<file path="src/rtl/subtrator_serial_8bits.sv">
// ============================================================================
// Module      : subtrator_serial_8bits
// Description : Bit-serial W-bit subtractor D = A - B - Bin, LSB first, one
//               full-subtractor cell, start/busy/done handshake.
// Revision    : 1.0 - initial release
// ============================================================================
`default_nettype none

module subtrator_serial_8bits #(
  parameter int W = 8
) (
  input  logic         clk,
  input  logic         rst,
  input  logic         start,
  input  logic [W-1:0] A,
  input  logic [W-1:0] B,
  input  logic         Bin,
  output logic [W-1:0] D,
  output logic         Bout,
  output logic         V,
  output logic         busy,
  output logic         done
);

  localparam int c_cnt_w = (W > 1) ? $clog2(W) : 1;
  localparam logic [c_cnt_w-1:0] c_cnt_last = c_cnt_w'(W - 1);
  localparam logic [c_cnt_w-1:0] c_cnt_one  = c_cnt_w'(1);

  typedef enum logic [1:0] {
    S_IDLE = 2'd0,
    S_RUN  = 2'd1,
    S_DONE = 2'd2
  } state_t;

  state_t             r_state;
  state_t             w_next;
  logic [W-1:0]       r_ra;
  logic [W-1:0]       r_rb;
  logic [W-1:0]       r_rd;
  logic               r_bw;
  logic [c_cnt_w-1:0] r_cnt;
  logic               r_a_msb;
  logic               r_b_msb;

  logic               w_d;
  logic               w_bw;
  logic [W-1:0]       w_rd_next;

  // Full-subtractor cell on the operand LSBs
  assign w_d       = r_ra[0] ^ r_rb[0] ^ r_bw;
  assign w_bw      = (~r_ra[0] & r_rb[0]) | (~(r_ra[0] ^ r_rb[0]) & r_bw);
  assign w_rd_next = {w_d, r_rd[W-1:1]};

  always_ff @(posedge clk or posedge rst) begin
    if (rst) r_state <= S_IDLE;
    else     r_state <= w_next;
  end

  always_comb begin
    w_next = r_state;
    busy   = 1'b0;
    done   = 1'b0;
    case (r_state)
      S_IDLE: if (start) w_next = S_RUN;
      S_RUN: begin
        busy = 1'b1;
        if (r_cnt == c_cnt_last) w_next = S_DONE;
      end
      S_DONE: begin
        done   = 1'b1;
        w_next = S_IDLE;
      end
      default: w_next = S_IDLE;
    endcase
  end

  always_ff @(posedge clk or posedge rst) begin
    if (rst) begin
      r_ra    <= '0;
      r_rb    <= '0;
      r_rd    <= '0;
      r_bw    <= 1'b0;
      r_cnt   <= '0;
      r_a_msb <= 1'b0;
      r_b_msb <= 1'b0;
      D       <= '0;
      Bout    <= 1'b0;
      V       <= 1'b0;
    end else begin
      case (r_state)
        S_IDLE: begin
          if (start) begin
            r_ra    <= A;
            r_rb    <= B;
            r_bw    <= Bin;
            r_cnt   <= '0;
            r_a_msb <= A[W-1];
            r_b_msb <= B[W-1];
          end
        end
        S_RUN: begin
          r_ra  <= r_ra >> 1;
          r_rb  <= r_rb >> 1;
          r_rd  <= w_rd_next;
          r_bw  <= w_bw;
          r_cnt <= r_cnt + c_cnt_one;
          // The last cell's d bit is the result MSB used for overflow
          if (r_cnt == c_cnt_last) begin
            D    <= w_rd_next;
            Bout <= w_bw;
            V    <= (r_a_msb ^ r_b_msb) & (w_d ^ r_a_msb);
          end
        end
        default: ;
      endcase
    end
  end

endmodule

`default_nettype wire
</file>
<file path="config.mk">
export PLATFORM = sky130hd
export DESIGN_NAME = subtrator_serial_8bits
export DESIGN_NICKNAME = d
export VERILOG_FILES = /design/src/rtl/subtrator_serial_8bits.sv
export SDC_FILE = /design/constraint.sdc
export NUM_CORES = 1
export LEC_CHECK = 0
export CAP_MARGIN = 20
export CELL_PAD_IN_SITES_DETAIL_PLACEMENT = 0
export CELL_PAD_IN_SITES_GLOBAL_PLACEMENT = 2
export CORE_MARGIN = 3
export CORE_UTILIZATION = 36
export CTS_BUF_LIST = sky130_fd_sc_hd__clkbuf_16
export DETAILED_ROUTE_END_ITERATION = 8
export PLACE_DENSITY = 0.8
export SLEW_MARGIN = 30
export SYNTH_ARGS = -nofsm -noshare
export SYNTH_HDL_FRONTEND = slang
export SYNTH_SLANG_ARGS = --single-unit
</file>
<file path="constraint.sdc">
create_clock -name clk -period 4.1 [get_ports clk]
set_input_delay 0.615 -clock clk [delete_from_list [all_inputs] [get_ports clk]]
set_output_delay 0.615 -clock clk [all_outputs]
set_load 0.01 [all_outputs]
</file>
; Word-level counts from Yosys, hierarchy flattened
; Cells that the tools add are included.
[word_totals]
reg_bits = 42
inputBits = 20
output_inout_bits = 12
elab_cells = 46
[classes]
addsub = 1
n_eq_ne = 5
muxes = 13
bitwise_logic = 10
n_reduce_logical = 6
[ops]
columns = op, count
row1 = 8-bit case mux with 2 select lines, 2
row2 = 8-bit two-way mux, 2
row3 = 2-bit AND reduction, 4
row4 = 3-bit case mux with 2 select lines, 1
row5 = 2-bit two-way mux, 2
row6 = 2-bit != test (second input constant), 2
row7 = 2-bit case mux with 2 select lines, 1
row8 = 1-bit bitwise XOR, 4
row9 = 3-bit by 1-bit adder with 3-bit output (second input constant), 1
row10 = 1-bit AND, 3
row11 = 3-bit equality test (second input constant), 1
row12 = 1-bit two-way mux, 3
row13 = 3-bit two-way mux, 1
row14 = 2-bit by 1-bit equality test with 1-bit output (second input constant), 1
row15 = 2-bit equality test (second input constant), 1
row16 = 2-bit logical NOT, 1
row17 = 1-bit NOT, 2
row18 = 1-bit case mux with 2 select lines, 1
row19 = 2-bit nonzero test, 1
row20 = 1-bit OR, 1

; Logic depth before layout (Yosys ltp)
[logic_depth]
depth_word = 5
mapped_depth = 7

; Least setup slack after synthesis
; OpenSTA, ideal clock, no wires.
[synth_path]
kind = register to output
start = register r_state[1]
end = output busy
arrival_ns = 0.916
required_time_ns = 3.485
setup_slack_ns = 2.569
path_stages_with_launch = 5
n_path_buf = 2
cell_sequence = dfrtp_1 > nand2b_4 > buf_12 > inv_6 > buf_6
[synth_via]
elab_chain_cells = 2
[synth_rtl]
columns = element, line
row1 = start: declaration, 35  ; state_t r_state;
row2 = start signal: assignment, 56  ; else r_state <= w_next;
row3 = 2-bit by 1-bit equality test with 1-bit output, 63  ; case (r_state)
row4 = 1-bit two-way mux, 63
row5 = end: declaration, 21  ; output logic busy,
; Every way passes these cells.

; Worst setup path after layout
[layout_path]
start = register r_state[0]
end = output busy
; The elaborated chain is that of the path after synthesis.

==> flow_metrics.env <==
export IMPL_status="complete, no violations"
export IMPL_netlist_instances=159
export IMPL_synth_top_area_cell="dfrtp_1"
export IMPL_dieHeight_um=77.1
export IMPL_r2r_end="r_rb[3]"
export IMPL_grt_setup_unrepaired="no"
export IMPL_cts_max_level=2
export IMPL_grt_ovfl_total=0
export IMPL_worst_hold_path_type="reg2reg"
export IMPL_fin_area_mm2=0.00228
export IMPL_seq_area_mm2=0.00103
export IMPL_wl_per_cell_um=12.6
export IMPL_startpoint_type="flop"
export IMPL_clk_latency_ns=0.27
export IMPL_utilization_pct=47.4
export IMPL_antenna_found_initial=0
export IMPL_critical_path_cell_chain="nand2b_4 -> inv_6 -> clkdlybuf4s50_1"
export IMPL_ys_flop_type="dfrtp_1"
export IMPL_synth_top_area_share_pct=56.3
export IMPL_min_period_over_period_pct=62.1
export IMPL_via_per_inst=4.64
export IMPL_wl_um=3250
export IMPL_finalSetupViolations=0
export IMPL_core_area_mm2=0.00482
export IMPL_critPathCaptureType="primary output"
export IMPL_n_antenna_cell=0
export IMPL_pwr_share_clk_pct=21.0
export IMPL_postCtsSetupBuffers=0
export IMPL_drt_antenna_violating_nets=0
export IMPL_worstHoldPathCells=2
export IMPL_start_util_pct=37.8
export IMPL_syn_to_final_growth_pct=25.3
export IMPL_netlist_area_mm2=0.00182
export IMPL_ys_ff_latch=41
export IMPL_clock_sinks=41
export IMPL_clock_skew_ns=0.00152
export IMPL_grt_pass1_wl_um=5600
export IMPL_ff2ff_path_depth=4
export IMPL_via_count=1192
export IMPL_drive_gt1_share_pct=10.5
export IMPL_ys_async_sr_fraction_pct=100
export IMPL_track_usage_pct=11.9
export IMPL_timing_rr_start="r_state[0]"
export IMPL_drtIter0Drc=51
export IMPL_dieWidth_um=77.1
export IMPL_hold_violations=0
export IMPL_peakVddDrop_v=0.000318
export IMPL_synth_avg_cell_area_um2=11.5
export IMPL_worstSetupPathType="reg2out"
export IMPL_required_ns=3.48
export IMPL_grt_max_degree=42
export IMPL_p_per_area_mw_per_mm2=737
export IMPL_numCtsBuffers=5
export IMPL_path_clk_slew_ns=0.05
export IMPL_drt_pass1_iter_count=4
export IMPL_critPathMaxStageDelay_ns=0.60
export IMPL_die_area_mm2=0.00595
export IMPL_post_route_min_period_ns=2.55
export IMPL_setup_tns_ns=0
export IMPL_cts_buffer_depth=2
export IMPL_fin_hold_ws_ns=0.474
export IMPL_synth_area_leaders="dfrtp_1, nand2_1, mux2i_1, mux2_2, o21ai_0"
export IMPL_drc=0
export IMPL_synth_edf_count=0
export IMPL_multi_input_area_um2=698
export IMPL_max_cap_viol_count=0
export IMPL_slowest_stage="dfrtp_1"
export IMPL_seqPwrFrac_pct=41.8
export IMPL_cp_buffers_inverters=2
export IMPL_p_sw_mw=0.553
export IMPL_placed_area_mm2=0.00215
export IMPL_worstMarginPinSlew_ns=0.665
export IMPL_syn_nets=182
export IMPL_io_pins=32
export IMPL_clockRootBuffer="clkbuf_16"
export IMPL_slew_headroom_pct=55.5
export IMPL_p_leak_nw=1.03
export IMPL_min_from="V"
export IMPL_switching_share_pct=32.9
export IMPL_whs_endpoint="V"
export IMPL_hpwlAfterDp_um=2270
export IMPL_fin_nets=213
export IMPL_postCtsResizedCells=0
export IMPL_synth_warnings=0
export IMPL_p_int_mw=1.13
export IMPL_final_cells=257
export IMPL_ctsHoldBuffers=0
export IMPL_synth_distinct_cells=23
export IMPL_arrival_ns=1.93
export IMPL_gp_congestion=0.694
export IMPL_row_count=25
export IMPL_dp_cells=250
export IMPL_r2r_setup_slack_ns=2.56
export IMPL_worst_path_max_fanout=19
export IMPL_fillCellCount=473
export IMPL_fmax_mhz=393
export IMPL_cts_tree="yes"
export IMPL_port_buffers=31
export IMPL_drv_slew=0
export IMPL_path_delay_family="buffers and inverters"
export IMPL_power_frac_comb_pct=37.2
export IMPL_ys_seq_area_share_pct=56.3
export IMPL_first_global_vias=1178
## metal layers
metal / vias to the layer above / global-route usage (%) / wire (um)
met5: - / 0 / 0
met4: 0 / 4.63 / 23
met3: 4 / 4.46 / 175
met2: 29 / 18.2 / 1530
met1: 567 / 15.3 / 1520
li1: 592 / - / -
## worst max path at each step
stage	slack, ns	cells past startpoint	end	from
after detailed placement	1.83	3	busy	r_state[0]
after CTS	1.53	3	busy	r_state[0]
after global placement	1.78	3	r_rb[0]	start
after floorplan	2.54	1	Bout	rst
after global routing	1.45	3	busy	r_state[0]
final	1.55	3	busy	r_state[0]
## state kept, by name, summed over array words and instances, names as in the netlist
register  cells
D             8
r_b_msb       1
r_bw          1
r_rd          7
Bout          1
r_a_msb       1
V             1
r_cnt         3
r_state       2
r_rb          8
r_ra          8
## cells in the mapped netlist (2+ instances only)
master and number:
buf_4 2, mux2_2 10, inv_1 4, nor3b_1 2
o21ai_0 18, ha_1 2, buf_12 2, dfrtp_1 41
a21oi_1 5, nor2b_1 6, buf_2 2, a22o_1 2
nand2_1 40, mux2i_1 14
## cell usage in the layout (no fill, tap or decap), drive strengths merged
cell type / n
fa: 1
inv: 6
buf: 1
a21oi: 5
nand2b: 1
clkdlybuf4s50: 31
nand3b: 1
a22o: 2
mux2: 10
o21ai: 19
a211oi: 1
clkinv: 1
o21bai: 1
nand2: 40
mux2i: 14
dfrtp: 41
nor3b: 2
clkbuf: 5
ha: 2
nor2b: 6
## power by group through the flow
stage               Combinational [mW]  Clock (mW)  Sequential, mW
finish                           0.625       0.354           0.702
global route                     0.707       0.385           0.729
CTS                              0.641       0.367           0.704
detailed placement               0.639           0           0.710
global placement                 0.616           0           0.702
floorplan                        0.480           0           0.694
## cell type report
class	count	area share (%)
Clock buffer	5	5.48
Tap cell	67	3.67
Timing Repair Buffer	32	13.9
Clock inverter	2	0.329
Sequential cell	41	45.0
Multi-Input combinational cell	105	30.6
Inverter	5	1.04
## worst register-to-register path, delay by kind of cell (launching register included)
kind                   cells  cell delay (ns)
DFF                        1             0.60
and+or+nand+nor            1             0.28
muxes                      1             0.21
buffers and inverters      1             0.22
AOI/OAI and AO/OA          1             0.09
## per-stage QoR
| stage | worst slack, ns | power [mW] |
|---|---|---|
| after floorplan | 2.54 | 1.17 |
| after global placement | 1.78 | 1.32 |
| after detailed placement | 1.83 | 1.35 |
| after CTS | 1.53 | 1.71 |
| after global routing | 1.45 | 1.82 |
| final | 1.55 | 1.68 |
## kinds of logic after synthesis
group | after synthesis | synth area share, %
fa+ha+maj | 3 | 2.47
compound gates | 28 | 8.59
buf+inv | 13 | 5.77
flops | 41 | 56.3
mux | 24 | 13.9
simple gates | 50 | 13.0
No activity file was read; power rests on OpenSTA's default activity.
